--- config.mk ---
export PLATFORM = sky130hd
export DESIGN_NAME = cpu_run_ctrl_flat
export DESIGN_NICKNAME = d
export VERILOG_FILES = /design/src/rtl/cpu_run_ctrl_if.sv /design/src/rtl/cpu_run_ctrl.sv /design/src/flat_wrapper.sv
export SDC_FILE = /design/constraint.sdc
export NUM_CORES = 1
export LEC_CHECK = 0
export CORE_MARGIN = 2
export CORE_UTILIZATION = 35
export CTS_BUF_LIST = sky130_fd_sc_hd__clkbuf_8
export DETAILED_ROUTE_END_ITERATION = 10
export SLEW_MARGIN = 20
export SYNTH_ARGS = -nofsm -noshare
export SYNTH_HDL_FRONTEND = slang
export SYNTH_SLANG_ARGS = --single-unit
--- constraint.sdc ---
create_clock -name CLK -period 4.9 [get_ports CLK]
set_input_delay 0.98 -clock CLK [delete_from_list [all_inputs] [get_ports CLK]]
set_output_delay 0.98 -clock CLK [all_outputs]
set_load 0.05 [all_outputs]
--- src/rtl/cpu_run_ctrl_if.sv ---
// CPU-facing bundle of the run controller: tick/status inputs from the CPU
// and the reset/enable/status outputs back to it.
interface cpu_run_ctrl_if #(
    parameter int CNT_W = 16
);
    logic             tick;
    logic             halt_req;
    logic             instr_done;
    logic             step_mode;
    logic             cpu_reset;
    logic             run_en;
    logic             halted;
    logic             paused;
    logic             want_reset;
    logic [2:0]       state;
    logic [CNT_W-1:0] instr_count;

    modport master (
        output tick, halt_req, instr_done, step_mode,
        input  cpu_reset, run_en, halted, paused, want_reset, state, instr_count
    );

    modport slave (
        input  tick, halt_req, instr_done, step_mode,
        output cpu_reset, run_en, halted, paused, want_reset, state, instr_count
    );
endinterface

--- src/rtl/cpu_run_ctrl.sv ---
// Run/step/halt/reset sequencer for a ticked CPU, with debounced front-panel
// buttons, power-on and requested reset pulses, and an instruction counter.
module cpu_run_ctrl #(
    parameter int DEBOUNCE_CYCLES = 4,
    parameter int POR_TICKS       = 2,
    parameter int RST_TICKS       = 2,
    parameter int NUM_RST_SRC     = 2,
    parameter int CNT_W           = 16
) (
    input  logic                   CLK,
    input  logic                   reset,
    input  logic                   btn_reset,
    input  logic                   btn_run,
    input  logic                   btn_step,
    input  logic [NUM_RST_SRC-1:0] rst_src,
    cpu_run_ctrl_if.slave          bus
);

    localparam int DB_W = (DEBOUNCE_CYCLES > 1) ? $clog2(DEBOUNCE_CYCLES) : 1;
    localparam int TMAX = (POR_TICKS > RST_TICKS) ? POR_TICKS : RST_TICKS;
    localparam int TC_W = (TMAX > 0) ? $clog2(TMAX + 1) : 1;

    localparam logic [DB_W-1:0] DB_LAST  = DB_W'(DEBOUNCE_CYCLES - 1);
    localparam logic [TC_W-1:0] POR_LAST = TC_W'(POR_TICKS - 1);
    localparam logic [TC_W-1:0] RST_LAST = TC_W'(RST_TICKS - 1);

    typedef enum logic [2:0] {
        S_POR    = 3'd0,
        S_RUN    = 3'd1,
        S_PAUSE  = 3'd2,
        S_STEP   = 3'd3,
        S_HALTED = 3'd4,
        S_RST    = 3'd5
    } state_t;

    // ------------------------------------------------------------------
    // Button debouncers: bit 0 = reset, bit 1 = run, bit 2 = step
    // ------------------------------------------------------------------
    logic [2:0]      btn_raw;
    logic [2:0]      db_lvl;
    logic [2:0]      db_lvl_q;
    logic [DB_W-1:0] db_cnt [3];
    logic [2:0]      click;

    assign btn_raw = {btn_step, btn_run, btn_reset};

    // NOTE: sequential state uses non-blocking assignments so every flop
    // samples the pre-edge values, independent of statement order.
    always_ff @(posedge CLK) begin
        if (reset) begin
            db_lvl   <= '0;
            db_lvl_q <= '0;
            // NOTE: this counter array is only three small registers, so it is
            // reset like ordinary flops rather than left as uninitialised memory.
            for (int i = 0; i < 3; i++) db_cnt[i] <= '0;
        end else begin
            db_lvl_q <= db_lvl;
            for (int i = 0; i < 3; i++) begin
                if (btn_raw[i] == db_lvl[i]) begin
                    db_cnt[i] <= '0;
                end else if (db_cnt[i] == DB_LAST) begin
                    db_lvl[i] <= btn_raw[i];
                    db_cnt[i] <= '0;
                end else begin
                    db_cnt[i] <= db_cnt[i] + 1'b1;
                end
            end
        end
    end

    assign click = db_lvl & ~db_lvl_q;

    logic click_reset, click_run, click_step;
    assign click_reset = click[0];
    assign click_run   = click[1];
    assign click_step  = click[2];

    // ------------------------------------------------------------------
    // Sequencer
    // ------------------------------------------------------------------
    state_t           state_q, state_d;
    logic [TC_W-1:0]  tcnt_q, tcnt_d;
    logic             cpu_reset_q;
    logic             want_reset_q;
    logic [CNT_W-1:0] count_q;
    logic             count_inc;
    state_t           exit_state;

    // Leaving a reset samples step_mode; mid-run it is only consulted at instr_done.
    assign exit_state = bus.step_mode ? S_PAUSE : S_RUN;

    // NOTE: every variable is given a default before the case so no path
    // leaves one unassigned, which would otherwise infer a latch.
    always_comb begin
        state_d   = state_q;
        tcnt_d    = tcnt_q;
        count_inc = 1'b0;

        unique case (state_q)
            S_POR: begin
                if (bus.tick) begin
                    if (tcnt_q == POR_LAST) state_d = exit_state;
                    else                    tcnt_d  = tcnt_q + 1'b1;
                end
            end
            S_RUN: begin
                if (bus.tick) begin
                    if (want_reset_q)        state_d = S_RST;
                    else if (bus.halt_req)   state_d = S_HALTED;
                    else if (bus.instr_done) begin
                        count_inc = 1'b1;
                        if (bus.step_mode) state_d = S_PAUSE;
                    end
                end
            end
            S_PAUSE: begin
                // Clicks act without a tick; a ticked reset request beats them.
                if (bus.tick && want_reset_q) state_d = S_RST;
                else if (click_step)          state_d = S_STEP;
                else if (click_run)           state_d = S_RUN;
            end
            S_STEP: begin
                if (bus.tick) begin
                    if (want_reset_q)        state_d = S_RST;
                    else if (bus.halt_req)   state_d = S_HALTED;
                    else if (bus.instr_done) begin
                        count_inc = 1'b1;
                        state_d   = S_PAUSE;
                    end
                end
            end
            S_HALTED: begin
                if (bus.tick && want_reset_q) state_d = S_RST;
            end
            S_RST: begin
                if (bus.tick) begin
                    if (tcnt_q == RST_LAST) state_d = exit_state;
                    else                    tcnt_d  = tcnt_q + 1'b1;
                end
            end
            default: state_d = S_POR;
        endcase

        if (state_d == S_RST && state_q != S_RST) tcnt_d = '0;
    end

    always_ff @(posedge CLK) begin
        if (reset) begin
            state_q      <= S_POR;
            tcnt_q       <= '0;
            cpu_reset_q  <= 1'b1;
            want_reset_q <= 1'b0;
            count_q      <= '0;
        end else begin
            state_q <= state_d;
            tcnt_q  <= tcnt_d;

            // Every entry to or exit from POR/RST is ticked, so this tracks the state.
            if (bus.tick) cpu_reset_q <= (state_d == S_POR) || (state_d == S_RST);

            if (state_d == S_RST && state_q != S_RST)
                want_reset_q <= 1'b0;
            else if (!cpu_reset_q && (click_reset || (|rst_src)))
                want_reset_q <= 1'b1;

            if (state_d == S_POR || state_d == S_RST) count_q <= '0;
            else if (count_inc)                       count_q <= count_q + 1'b1;
        end
    end

    assign bus.cpu_reset   = cpu_reset_q;
    assign bus.run_en      = (state_q == S_RUN) || (state_q == S_STEP);
    assign bus.halted      = (state_q == S_HALTED);
    assign bus.paused      = (state_q == S_PAUSE);
    assign bus.want_reset  = want_reset_q;
    assign bus.state       = state_q;
    assign bus.instr_count = count_q;

endmodule

--- src/flat_wrapper.sv ---
// flat-port wrapper written by rule: the top's interface ports become plain ports
module cpu_run_ctrl_flat 
#(
    parameter int DEBOUNCE_CYCLES = 4,
    parameter int POR_TICKS       = 2,
    parameter int RST_TICKS       = 2,
    parameter int NUM_RST_SRC     = 2,
    parameter int CNT_W           = 16
)
  (CLK, reset, btn_reset, btn_run, btn_step, rst_src, bus_tick, bus_halt_req, bus_instr_done, bus_step_mode, bus_cpu_reset, bus_run_en, bus_halted, bus_paused, bus_want_reset, bus_state, bus_instr_count);
  cpu_run_ctrl_if #(.CNT_W(CNT_W)) bus_i ();
  input  logic CLK;
  input  logic reset;
  input  logic btn_reset;
  input  logic btn_run;
  input  logic btn_step;
  input  logic [NUM_RST_SRC-1:0] rst_src;
  input wire logic [$bits(bus_i.tick)-1:0] bus_tick;
  input wire logic [$bits(bus_i.halt_req)-1:0] bus_halt_req;
  input wire logic [$bits(bus_i.instr_done)-1:0] bus_instr_done;
  input wire logic [$bits(bus_i.step_mode)-1:0] bus_step_mode;
  output wire logic [$bits(bus_i.cpu_reset)-1:0] bus_cpu_reset;
  output wire logic [$bits(bus_i.run_en)-1:0] bus_run_en;
  output wire logic [$bits(bus_i.halted)-1:0] bus_halted;
  output wire logic [$bits(bus_i.paused)-1:0] bus_paused;
  output wire logic [$bits(bus_i.want_reset)-1:0] bus_want_reset;
  output wire logic [$bits(bus_i.state)-1:0] bus_state;
  output wire logic [$bits(bus_i.instr_count)-1:0] bus_instr_count;
  assign bus_i.tick = bus_tick;
  assign bus_i.halt_req = bus_halt_req;
  assign bus_i.instr_done = bus_instr_done;
  assign bus_i.step_mode = bus_step_mode;
  assign bus_cpu_reset = bus_i.cpu_reset;
  assign bus_run_en = bus_i.run_en;
  assign bus_halted = bus_i.halted;
  assign bus_paused = bus_i.paused;
  assign bus_want_reset = bus_i.want_reset;
  assign bus_state = bus_i.state;
  assign bus_instr_count = bus_i.instr_count;
  cpu_run_ctrl #(.DEBOUNCE_CYCLES(DEBOUNCE_CYCLES), .POR_TICKS(POR_TICKS), .RST_TICKS(RST_TICKS), .NUM_RST_SRC(NUM_RST_SRC), .CNT_W(CNT_W)) u_core (.CLK(CLK), .reset(reset), .btn_reset(btn_reset), .btn_run(btn_run), .btn_step(btn_step), .rst_src(rst_src), .bus(bus_i));
endmodule
=== After elaboration in Yosys (flattened, before gate mapping) ===
Memory sizes are Yosys's and may differ from the RTL's.
Cells that the tools add are included.
Widths: inputs -> output; s select.

* Register bits after elaboration: 29
* RAM bits: 6
* Output and inout port bits: 24
* Logic and storage cells: 128
* Memories kept: 1

{| class="wikitable"
|+ Memories
! memory !! depth !! bits a word !! read ports !! clocked after memory_dff !! write ports !! line !! source
|-
| u_core.db_cnt || 3 || 2 || 3 || 0 || 3 || cpu_run_ctrl.sv:42 || <nowiki>logic [DB_W-1:0] db_cnt [3];</nowiki>
|}

* Add/subtract/negate cells: 5
* Equality and inequality tests: 14
* Multiplexer cells: 66
* Bitwise operators: 15
* Reduce and logical (&&, ||, !) cells: 18

{| class="wikitable"
|+ Operator list
! operator !! count
|-
| $mux 3 || 15
|-
| $mux 1 || 40
|-
| $mux 2 || 10
|-
| $add 16x1->16 const B || 1
|-
| $pmux 3 s5 || 1
|-
| $reduce_or 2->1 || 5
|-
| $eq 3x3->1 const B || 3
|-
| $or 1x1->1 || 9
|-
| $add 2x1->2 const B || 4
|-
| $eq 2x2->1 const B || 3
|-
| $eq 3x2->1 const B || 2
|-
| $logic_not 3->1 || 2
|-
| $reduce_and 2->1 || 3
|-
| $not 1->1 || 4
|-
| $and 3x3->3 || 1
|-
| $eq 1x1->1 || 3
|-
| $eq 3x1->1 const B || 1
|-
| $logic_and 1x1->1 || 3
|-
| $logic_or 1x1->1 || 3
|-
| $ne 3x3->1 const B || 1
|-
| $not 3->3 || 1
|-
| $reduce_and 3->1 || 1
|-
| $eq 2x1->1 const B || 1
|-
| $logic_not 1->1 || 1
|}

=== Logic depth before layout (Yosys ltp) ===
Gate-level depths: netlist of run 1.

* Depth in word-level cells: 9
* Depth in mapped cells: 9
* Gate-level depth less buffers: 7

=== Least setup slack after synthesis of run 1 ===
Ideal clock, no wire load.

* Path type: register to register
* Start point: register u_core.state_q[0] (netlist: u_core.bus.state[0])
* End point: register u_core.count_q[10] (netlist: u_core.bus.instr_count[10])
* Library setup time: 0.073 ns
* Arrival time: 2.548 ns
* Path slack: 2.279 ns
* Stages on the path, launching flop included: 9
* Path buffers: 3
* Clock period less this slack: 2.621 ns
* Path through: dfxtp_1 -> buf_6 -> nor2b_1 -> o21a_1 -> a2111oi_4 -> and3_1 -> buf_6 -> buf_12 -> nor3_2

* Word-level cells in the longest chain between the ends: 9

{| class="wikitable"
|+ RTL lines
! element !! line !! source
|-
| from (decl) || cpu_run_ctrl.sv:81 || <nowiki>state_t state_q, state_d;</nowiki>
|-
| from (signal assigned) || cpu_run_ctrl.sv:155 || <nowiki>state_q <= state_d;</nowiki>
|-
| $mux 3 || cpu_run_ctrl.sv:112 || <nowiki>if (bus.step_mode) state_d = S_PAUSE;</nowiki>
|-
| $mux 3 || cpu_run_ctrl.sv:110 || <nowiki>else if (bus.instr_done) begin</nowiki>
|-
| $mux 3 || cpu_run_ctrl.sv:109 || <nowiki>else if (bus.halt_req) state_d = S_HALTED;</nowiki>
|-
| $mux 3 || cpu_run_ctrl.sv:108 || <nowiki>if (want_reset_q) state_d = S_RST;</nowiki>
|-
| $mux 3 || cpu_run_ctrl.sv:107 || <nowiki>if (bus.tick) begin</nowiki>
|-
| $pmux 3 s5 || cpu_run_ctrl.sv:99 || <nowiki>unique case (state_q)</nowiki>
|-
| $eq 3x3->1 or $logic_not 3->1 (tied branches) || cpu_run_ctrl.sv:166 || <nowiki>if (state_d == S_POR || state_d == S_RST) count_q <= '0;</nowiki>
|-
| $logic_or 1x1->1 || cpu_run_ctrl.sv:166 ||
|-
| $reduce_or 2->1 (no source line) || -- ||
|-
| to (signal assigned) || cpu_run_ctrl.sv:167 || <nowiki>else if (count_inc) count_q <= count_q + 1'b1;</nowiki>
|-
| to (decl) || cpu_run_ctrl.sv:85 || <nowiki>logic [CNT_W-1:0] count_q;</nowiki>
|}

Several ways; a longest one is shown, not always the timed one.
A chain may end at the register's enable or synchronous reset.

=== Worst setup path after layout of run 1 ===
* Start point: input bus_tick
* End point: register u_core.count_q[13] (netlist: u_core.bus.instr_count[13])

* Word-level cells in the longest chain between the ends: 6

{| class="wikitable"
|+ RTL lines
! element !! line !! source
|-
| from (decl) || flat_wrapper.sv:18 || <nowiki>input wire logic [$bits(bus_i.tick)-1:0] bus_tick;</nowiki>
|-
| $logic_and 1x1->1 || cpu_run_ctrl.sv:118, cpu_run_ctrl.sv:133 ||
|-
| $mux 3 (on tied branches) || cpu_run_ctrl.sv:133, cpu_run_ctrl.sv:118 ||
|-
| $pmux 3 s5 || cpu_run_ctrl.sv:99 ||
|-
| $eq 3x3->1 or $logic_not 3->1 (tied branches) || cpu_run_ctrl.sv:166 ||
|-
| $logic_or 1x1->1 || cpu_run_ctrl.sv:166 ||
|-
| $reduce_or 2->1 (no source line) || -- ||
|}

Several ways; a longest one is shown, not always the timed one.

==> metrics.csv, run 1 <==
stage,metric,value,unit
setup_path,cp_num_cells,6,
clock_network,clkSinkCount,35,
clock_network,clk_path_buf_depth,2,
setup_path,setup.worst_path.end_class,register,
yosys,post_synth.cell_area_avg,9.64,um2
yosys,synth_area,0.00183,mm2
floorplan,io-pin-count,35,
floorplan,die-area,0.00583,mm2
clock_network,cts_hold_buffers,0,
drt,vias_per_inst,4.89,
sta,post-route-min-period,3.25,ns
place,numPortBuffers,34,
global_route,global_route.peak_usage_layer,met2,
floorplan,number_of_rows_in_the_core_area,26,
floorplan,die_boundary_height,76.3,um
drt,routed-via-count,1458,
finish,multi_input_area,976,um2
hold_path,min-delay-path-class,reg -> reg,
global_route,globalRouteOverflowTotal,0,
flow_run,cap_viol_max_count,0,
setup_path,worst_path_largest_cell_delay,0.75,ns
pwr,power.density_cell_area,300,mW/mm2
clock_network,ctsRootBufferMaster,sky130_fd_sc_hd__clkbuf_8,
finish,sequential_cell_area,761,um2
sta,hold-worst-slack,0.501,ns
finish,antennaDiodeCount,0,
drt,wl_per_cell,12.2,um
finish,num-fill-cells,517,
hold_path,hold_depth,2,
sta,final_hold_viol_count,0,
setup_path,timing.critical_path.required,5.04,ns
global_route,grtUsageMet2,0.205,
drt,post_detailed_routing_wire_length,3.62,mm
place,placedCellCount,290,
yosys,dominantRegCellSynth,sky130_fd_sc_hd__dfxtp_1,
setup_path,critical_path_class,in -> reg,
setup_path,critical_path_top_delay_cell,sky130_fd_sc_hd__and3_1,
drt,firstDrtPassIters,5,
global_route,grt_max_degree,17,
finish,fin_util,0.450,
yosys,ys_ff_latch,35,
place,place_congestion,0.773,
pwr,p_switching,222,uW
setup_path,path_max_fanout,16,
sta,setup_total_negative_slack,0,ns
place,place.detailed.hpwl,2.55,mm
floorplan,die_x,76.3,um
sta,min_period_over_period,0.664,
global_route,wire_length_of_the_first_global_routing_pass,6.18,mm
finish,fin_nets,243,
setup_path,worst_setup_path_start_kind,primary input,
drt,antenna_left,0,
sta,max_freq,307,MHz
yosys,ys_async_sr_fraction,0,
pwr,p_sw_frac,0.324,
setup_path,cp_top_family,buffers and inverters,
drt,drt_drc_violations_left,0,
floorplan,starting_density_of_the_core,0.361,
clock_network,cts.repair.resized,0,
finish,area_growth_syn_to_layout,24.7,%
global_route,grtUsageTotal,0.131,
global_route,grt_util_met3,0.0367,
finish,mostFrequentLayoutCells,"sky130_fd_sc_hd__clkdlybuf4s50_1, sky130_fd_sc_hd__dfxtp_1, sky130_fd_sc_hd__nor2_1, sky130_fd_sc_hd__xnor2_1, sky130_fd_sc_hd__nor3_1",
yosys,netlist-cell-type-count,43,
yosys,gate_count_of_the_mapped_netlist,190,
clock_network,clk_pin_slew_worst_paths,0.07,ns
clock_network,post-cts-setup-buffers,0,
sta,rsz0062_at_grt,false,
sta,max_slew_margin,0.417,
sta,number_of_max_slew_violations_in_the_final_report,0,
clock_network,cts_inserted_buffers,5,
drt,drtIter0Drc,51,
finish,final_layout_size_suffix_gt1_frac,0.0965,
pwr,vdd.ir_drop.worst,146,uV
pwr,clock_power_share,0.288,
yosys,synth-seq-area-share,0.415,
setup_path,worst-r2r-cell-count,5,
yosys,yosys_warnings,0,
global_route,grt_pass1_vias,1377,
floorplan,core,0.00507,mm2
setup_path,timing.critical_path.cells,clkdlybuf4s50_1 > inv_1 > o21a_1 > a2111oi_4 > and3_1 > nor3_1,
yosys,synth-edff-count,6,
clock_network,cts_tree,done,
finish,fin_cells,298,
setup_path,critical_path_arrival,3.39,ns
clock_network,clk-insertion-delay-late,0.29,ns
sta,max_slew.worst_pin.slew,0.873,ns
setup_path,critical_path_buf_inv_count,2,
sta,fin_skew,0.00524,ns
pwr,leakage,0.000762,uW
clock_network,cts_htree_levels,2,
pwr,share_seq_of_total_power,0.476,
global_route,antenna_found_initial,0,
sta,setup_violations,0,
global_route,met1_usage,0.171,
pwr,power.internal,462,uW
finish,leading_cell_type_in_the_layout_fill_and_taps_excluded,sky130_fd_sc_hd__clkdlybuf4s50_1,
pwr,combinational_cell_fraction_of_total_power,0.237,
status,outcome,"finished, final reports clean",
## registers in the layout, indices dropped and copies added, names as in the netlist
register                count
u_core.bus.state            3
u_core.bus.cpu_reset        1
u_core.db_lvl_q             3
u_core.bus.instr_count     16
u_core.bus.want_reset       1
u_core.db_lvl               3
u_core.db_cnt               6
u_core.tcnt_q               2
## Yosys cell counts (5+ instances only)
cell type                   n  area [um2]
sky130_fd_sc_hd__inv_1     10        37.5
sky130_fd_sc_hd__dfxtp_1   29         581
sky130_fd_sc_hd__nor3_2    10         100
sky130_fd_sc_hd__nand2_1    6        22.5
sky130_fd_sc_hd__edfxtp_1   6         180
sky130_fd_sc_hd__nor2b_1    5        31.3
sky130_fd_sc_hd__nor3_1    13        65.1
sky130_fd_sc_hd__nor2_1    23        86.3
sky130_fd_sc_hd__xnor2_1   17         149
sky130_fd_sc_hd__ha_1       5        62.6
sky130_fd_sc_hd__nor4_1     5        31.3
## worst register-to-register path, delay by kind of cell, from the launching register on
kind             cells  cell delay [ns]
AND/OR/NAND/NOR      2             0.89
AO/OA/AOI/OAI        3             0.88
flip-flops           1             0.54
## layer usage
layer | vias to the layer above | wire length (um)
li1 | 736 | -
met1 | 677 | 1720
met2 | 38 | 1660
met3 | 7 | 196
met4 | 0 | 51
met5 | - | 0
## final cells by class
type	instances	area share
multi-input cells	141	0.427
flip-flops and latches	35	0.333
repair buffers	34	0.149
well taps	70	0.0384
clock buffers	5	0.0301
inverters	10	0.0164
clock inverters	3	0.00548
## final timing paths
path                                          start                    endpoint  slack [ns]
worst max-delay path                       bus_tick  u_core.bus.instr_count[13]        1.65
worst min-delay path               u_core.tcnt_q[1]            u_core.tcnt_q[1]        0.50
worst max register to register  u_core.bus.state[1]  u_core.bus.instr_count[13]        2.45
worst min register to register     u_core.tcnt_q[1]            u_core.tcnt_q[1]        0.50
## power groups by stage
stage          registers [uW]  logic, uW  clock network, uW
6_report                  325        162                197
3_3_place_gp              332        161                  0
4_1_cts                   325        163                205
3_5_place_dp              332        162                  0
5_1_grt                   329        177                220
2_1_floorplan             339        142                  0
## through the flow
| stage | area [um2] | total power, uW | worst slack, ns |
|---|---|---|---|
| global placement | 2200 | 493 | 1.41 |
| CTS | 2280 | 693 | 1.65 |
| detailed placement | 2200 | 494 | 1.34 |
| finish | 2280 | 684 | 1.65 |
| floorplan | 1850 | 482 | 2.28 |
| global route | 2280 | 726 | 1.50 |
## kinds of logic after synthesis
| logic type | synth area share |
|---|---|
| and+or+nand+nor | 0.283 |
| DFF | 0.415 |
| xor gates and xnor gates | 0.0956 |
| buffers and inverters | 0.0622 |
| AOI/OAI and AO/OA | 0.0861 |
| adders and majority gates | 0.0342 |
| muxes | 0.0219 |
| other | 0.00205 |
Note: power is estimated with default switching activity, not from simulation.
==> inputs of run 2 (changes only) <==
==> constraint.sdc (replaced) <==
create_clock -name CLK -period 3.3 [get_ports CLK]
set_input_delay 0.66 -clock CLK [delete_from_list [all_inputs] [get_ports CLK]]
set_output_delay 0.66 -clock CLK [all_outputs]
set_load 0.05 [all_outputs]
==> run 2 against run 1 <==
  * Setup slack got worse by 1.1 ns
  * Non-clock buffer count grew 2
  * Via count decreased by 0.48%
  * Global-route usage rose by 0.18 points
  * First-iteration DRC count up 47%
  * Combinational power increased by 56%
  * Register-to-register slack lost 1.3 ns
  * Die area did not move
  * Clock skew rose by 0.0073 ns
  * Critical endpoint is now bus_paused
==> metrics.csv, run 2 (same netlist as run 1, synthesis figures left out) <==
stage,metric,value,unit
floorplan,number_of_rows_in_the_core_area,26,
setup_path,critical_path_class,reg -> out,
setup_path,timing.critical_path.required,2.64,ns
place,place.detailed.hpwl,2.62,mm
sta,final_hold_viol_count,0,
floorplan,starting_density_of_the_core,0.361,
floorplan,die-area,0.00583,mm2
finish,fin_nets,245,
place,detailedPlace.worstSlack,0.426,ns
clock_network,ctsRootBufferMaster,sky130_fd_sc_hd__clkbuf_8,
pwr,vdd.ir_drop.worst,322,uV
drt,drt_drc_violations_left,0,
setup_path,timing.rr.end,u_core.bus.instr_count[0],
clock_network,clk_path_buf_depth,2,
global_route,wire_length_of_the_first_global_routing_pass,6.31,mm
pwr,power.internal,798,uW
sta,post-route-min-period,2.75,ns
drt,vias_per_inst,4.84,
pwr,share_seq_of_total_power,0.425,
sta,rsz0062_at_grt,false,
floorplan,die_boundary_height,76.3,um
clock_network,cts_hold_buffers,0,
status,outcome,"finished, final reports clean",
hold_path,hold_depth,2,
global_route,grt_max_degree,17,
clock_network,post-cts-setup-buffers,0,
clock_network,cts_htree_levels,2,
pwr,leakage,0.000782,uW
sta,fin_ws,0.550,ns
setup_path,path_max_fanout,10,
flow_run,cap_viol_max_count,0,
pwr,p_sw_frac,0.297,
sta,max_freq,364,MHz
finish,antennaDiodeCount,0,
drt,firstDrtPassIters,4,
sta,setup_total_negative_slack,0,ns
clock_network,clk-insertion-delay-late,0.29,ns
hold_path,worstHoldStart,u_core.tcnt_q[1],
setup_path,worst-r2r-cell-count,6,
drt,antenna_left,0,
finish,final_layout_size_suffix_gt1_frac,0.113,
floorplan,core,0.00507,mm2
clock_network,cts.repair.resized,0,
setup_path,timing.rr.start,u_core.bus.state[0],
setup_path,rrSetupSlack,1.18,ns
place,numPortBuffers,34,
pwr,power.density_cell_area,486,mW/mm2
clock_network,cts_tree,done,
setup_path,setup.worst_path.end_class,primary output,
global_route,grtUsageTotal,0.132,
sta,min_period_over_period,0.833,
drt,post_detailed_routing_wire_length,3.58,mm
pwr,p_switching,337,uW
setup_path,worst_path_largest_cell_delay,0.79,ns
setup_path,critical_path_top_delay_cell,sky130_fd_sc_hd__clkdlybuf4s50_1,
drt,drtIter0Drc,75,
clock_network,cts_inserted_buffers,5,
sta,fin_skew,0.0125,ns
hold_path,whs_endpoint,u_core.tcnt_q[1],
pwr,combinational_cell_fraction_of_total_power,0.222,
global_route,globalRouteOverflowTotal,0,
global_route,antenna_found_initial,0,
hold_path,min-delay-path-class,reg -> reg,
floorplan,die_x,76.3,um
place,place_congestion,0.869,
setup_path,timing.critical_path.cells,or3b_1 > inv_1 > clkdlybuf4s50_1,
sta,setup_violations,0,
sta,max_slew_margin,0.626,
setup_path,critical_path_arrival,2.09,ns
pwr,clock_power_share,0.353,
finish,leading_cell_type_in_the_layout_fill_and_taps_excluded,sky130_fd_sc_hd__clkdlybuf4s50_1,
sta,number_of_max_slew_violations_in_the_final_report,0,
floorplan,io-pin-count,35,
drt,wl_per_cell,11.9,um
global_route,grt_pass1_vias,1401,
clock_network,clkSinkCount,35,
finish,area_growth_syn_to_layout,27.5,%
finish,mostFrequentLayoutCells,"sky130_fd_sc_hd__clkdlybuf4s50_1, sky130_fd_sc_hd__dfxtp_1, sky130_fd_sc_hd__nor2_1, sky130_fd_sc_hd__xnor2_1, sky130_fd_sc_hd__nor3_1",
finish,number_of_flip_flops_under_the_largest_register_name,16,
setup_path,worst_setup_path_start_kind,register,
sta,max_slew.worst_pin.slew,0.555,ns
clock_network,clk_pin_slew_worst_paths,0.07,ns
drt,routed-via-count,1451,
[run 2: layer usage]
layer  share of wire  GRT usage  vias to the layer above
met5               0          0                        -
met4          0.0092     0.0436                        0
met3           0.047     0.0367                        4
met2            0.48      0.217                       38
met1            0.46      0.169                      678
li1                -          -                      731
[run 2: area by class of cell]
cell class / count / area [um2]
Clock buffer: 6 / 82.6
Clock inverter: 2 / 35.0
Fill cell: 504 / 2740
Inverter: 10 / 37.5
Multi-Input combinational cell: 141 / 976
Sequential cell: 35 / 761
Tap cell: 70 / 87.6
Timing Repair Buffer: 36 / 355
[run 2: through the flow]
stage / utilization / hold WS, ns / power, uW / area, um2 / instances
after floorplan: - / 0.478 / 716 / 1850 / 195
after global placement: 0.437 / 0.488 / 746 / 2220 / 292
after detailed placement: 0.437 / 0.493 / 744 / 2220 / 292
after CTS: 0.460 / 0.502 / 1150 / 2330 / 300
after global routing: 0.460 / 0.532 / 1200 / 2330 / 300
final: 0.460 / 0.499 / 1140 / 2330 / 300
[run 2: power groups by stage]
stage	clock network, uW	logic, uW	registers [uW]
6_report	401	252	482
5_1_grt	432	276	487
4_1_cts	412	253	483
3_5_place_dp	0	252	493
3_3_place_gp	0	253	493
2_1_floorplan	0	212	504
[run 2: critical path, delay by kind of cell, from the launching register on]
family        cells  cell delay, ns
simple gates      1            0.44
flops             1            0.51
buf+inv           2            0.86
[run 2: how the worst max path moves through the flow]
stage               slack, ns                start                         end  depth (start not counted)
floorplan                0.68  u_core.bus.state[0]  u_core.bus.instr_count[10]                          8
global placement         0.48             bus_tick  u_core.bus.instr_count[15]                          7
detailed placement       0.43             bus_tick   u_core.bus.instr_count[0]                          7
CTS                      0.53  u_core.bus.state[1]                  bus_paused                          3
global route             0.46  u_core.bus.state[1]                  bus_paused                          3
finish                   0.55  u_core.bus.state[1]                  bus_paused                          3
==> inputs of run 3 (changes only) <==
==> constraint.sdc (replaced) <==
create_clock -name CLK -period 2.4 [get_ports CLK]
set_input_delay 0.48 -clock CLK [delete_from_list [all_inputs] [get_ports CLK]]
set_output_delay 0.48 -clock CLK [all_outputs]
set_load 0.05 [all_outputs]
==> run 3 against run 2 <==
  * Worst hold slack better by 0.013 ns
  * Critical endpoint is now bus_state[2]
  * Critical path depth is 2 lower
  * Clock skew is 0.0020 ns lower
  * Total power is 32% higher
  * Sequential share of layout area is 0.73 points lower
  * Count of clock-buffer cells in the layout stayed put
  * Routed wire length is 1.7% higher
  * Critical path type unchanged
  * Non-clock buffer count is 8 higher
  * Setup slack worse by 0.41 ns
==> metrics.csv, run 3 (same netlist as run 1, synthesis figures left out) <==
stage,metric,value,unit
status,outcome,"finished, final reports clean",
finish,num-fill-cells,521,
global_route,grt_max_degree,17,
pwr,vdd.ir_drop.worst,375,uV
finish,final_layout_size_suffix_gt1_frac,0.155,
sta,min_period_over_period,0.943,
sta,final_hold_viol_count,0,
sta,post-route-min-period,2.26,ns
setup_path,rrSetupSlack,0.35,ns
floorplan,number_of_rows_in_the_core_area,26,
setup_path,timing.rr.end,u_core.bus.instr_count[11],
setup_path,critical_path_buf_inv_count,1,
setup_path,setup.worst_path.end_class,primary output,
setup_path,critical_path_top_delay_cell,sky130_fd_sc_hd__clkdlybuf4s50_1,
pwr,share_seq_of_total_power,0.444,
sta,fin_skew,0.0105,ns
pwr,clock_power_share,0.291,
sta,rsz0062_at_grt,false,
pwr,power.density_cell_area,627,mW/mm2
place,placedCellCount,300,
flow_run,cap_viol_max_count,0,
drt,routed-via-count,1462,
setup_path,timing.critical_path.cells,clkdlybuf4s50_1,
hold_path,min-delay-path-class,reg -> reg,
floorplan,die_x,76.3,um
sta,setup_violations,0,
global_route,grt_pass1_vias,1484,
clock_network,clk_path_buf_depth,2,
clock_network,cts_tree,done,
drt,antenna_left,0,
sta,number_of_max_slew_violations_in_the_final_report,0,
floorplan,starting_density_of_the_core,0.361,
clock_network,ctsRootBufferMaster,sky130_fd_sc_hd__clkbuf_8,
finish,number_of_flip_flops_under_the_largest_register_name,16,
drt,wl_per_cell,11.8,um
setup_path,worst_path_largest_cell_delay,0.89,ns
sta,max_slew.worst_pin.slew,0.524,ns
finish,post-route-cell-area,0.00239,mm2
clock_network,cts.repair.resized,0,
setup_path,worst-r2r-cell-count,6,
clock_network,clkSinkCount,35,
sta,max_freq,442,MHz
finish,leading_cell_type_in_the_layout_fill_and_taps_excluded,sky130_fd_sc_hd__clkdlybuf4s50_1,
floorplan,core,0.00507,mm2
finish,mostFrequentLayoutCells,"sky130_fd_sc_hd__clkdlybuf4s50_1, sky130_fd_sc_hd__dfxtp_1, sky130_fd_sc_hd__nor2_1, sky130_fd_sc_hd__xnor2_1, sky130_fd_sc_hd__nor3_1",
finish,area_growth_syn_to_layout,30.4,%
hold_path,worstHoldStart,u_core.db_lvl[1],
drt,drt_drc_violations_left,0,
clock_network,clk-insertion-delay-late,0.28,ns
clock_network,cts_inserted_buffers,5,
clock_network,cts_hold_buffers,0,
place,area_post_placement,0.00230,mm2
pwr,combinational_cell_fraction_of_total_power,0.265,
pwr,power.internal,1030,uW
floorplan,die-area,0.00583,mm2
place,place_congestion,0.834,
setup_path,cp_top_family,buffers and inverters,
pwr,p_switching,468,uW
setup_path,timing.critical_path.required,1.92,ns
clock_network,clk_pin_slew_worst_paths,0.07,ns
global_route,antenna_found_initial,0,
floorplan,die_boundary_height,76.3,um
clock_network,post-cts-setup-buffers,0,
clock_network,cts_htree_levels,2,
pwr,p_sw_frac,0.312,
setup_path,worst_setup_path_start_kind,register,
setup_path,critical_path_class,reg -> out,
drt,post_detailed_routing_wire_length,3.64,mm
drt,vias_per_inst,4.75,
finish,antennaDiodeCount,0,
hold_path,hold_depth,1,
sta,max_slew_margin,0.647,
floorplan,io-pin-count,35,
place,numPortBuffers,34,
setup_path,critical_path_arrival,1.78,ns
place,place.detailed.hpwl,2.68,mm
finish,fin_cells,308,
drt,firstDrtPassIters,4,
hold_path,whs_endpoint,u_core.db_lvl_q[1],
pwr,leakage,0.000827,uW
global_route,globalRouteOverflowTotal,0,
drt,drtIter0Drc,70,
global_route,wire_length_of_the_first_global_routing_pass,6.70,mm
finish,fin_nets,253,
setup_path,path_max_fanout,10,
setup_path,timing.rr.start,u_core.bus.state[0],
global_route,grtUsageTotal,0.138,
## run 3: changes by cell type in the layout (fill, tap and decap cells not counted), sizes merged
cell and change:
buf +11, clkdlybuf4s50 -3, bufinv -1, inv +1
## run 3: through the flow
| step | setup WS, ns | power (uW) | TNS, ns | hold WS [ns] | utilization |
|---|---|---|---|---|---|
| CTS | 0.140 | 1510 | 0 | 0.515 | 0.471 |
| finish | 0.136 | 1500 | 0 | 0.512 | 0.471 |
| floorplan | 0.0785 | 985 | 0 | 0.478 | - |
| global placement | -0.0742 | 1070 | -0.895 | 0.487 | 0.453 |
| detailed placement | -0.0841 | 1080 | -0.792 | 0.506 | 0.453 |
| global route | 0.0636 | 1570 | 0 | 0.538 | 0.471 |
## run 3: power groups by stage
stage / sequential, uW / clock [uW] / combinational, uW
floorplan: 693 / 0 / 292
global placement: 677 / 0 / 396
finish: 665 / 436 / 397
CTS: 665 / 446 / 401
detailed placement: 679 / 0 / 401
global route: 671 / 471 / 430
## run 3: final cells by class
type                    count  area (um2)  area share
inverters                  10        37.5      0.0157
clock inverters             2        8.76     0.00367
multi-input cells         141         978       0.410
clock buffers               6        82.6      0.0346
flip-flops and latches     35         761       0.318
well taps                  70        87.6      0.0367
repair buffers             44         433       0.181
## run 3: metal layers
metal | global-route usage | vias to the layer above | part of all wire
li1 | - | 752 | -
met1 | 0.178 | 685 | 0.48
met2 | 0.227 | 21 | 0.46
met3 | 0.0403 | 4 | 0.044
met4 | 0.0382 | 0 | 0.011
met5 | 0 | - | 0
## run 3: worst max path at each step
stage                              startpoint                         end  slack, ns  cells after the start
after floorplan           u_core.bus.state[0]  u_core.bus.instr_count[10]       0.08                      8
after global placement               bus_tick  u_core.bus.instr_count[15]      -0.07                      7
after detailed placement             bus_tick  u_core.bus.instr_count[11]      -0.08                      7
after CTS                 u_core.bus.state[0]                bus_state[0]       0.14                      1
after global routing      u_core.bus.state[0]                bus_state[0]       0.06                      1
final                     u_core.bus.state[2]                bus_state[2]       0.14                      1
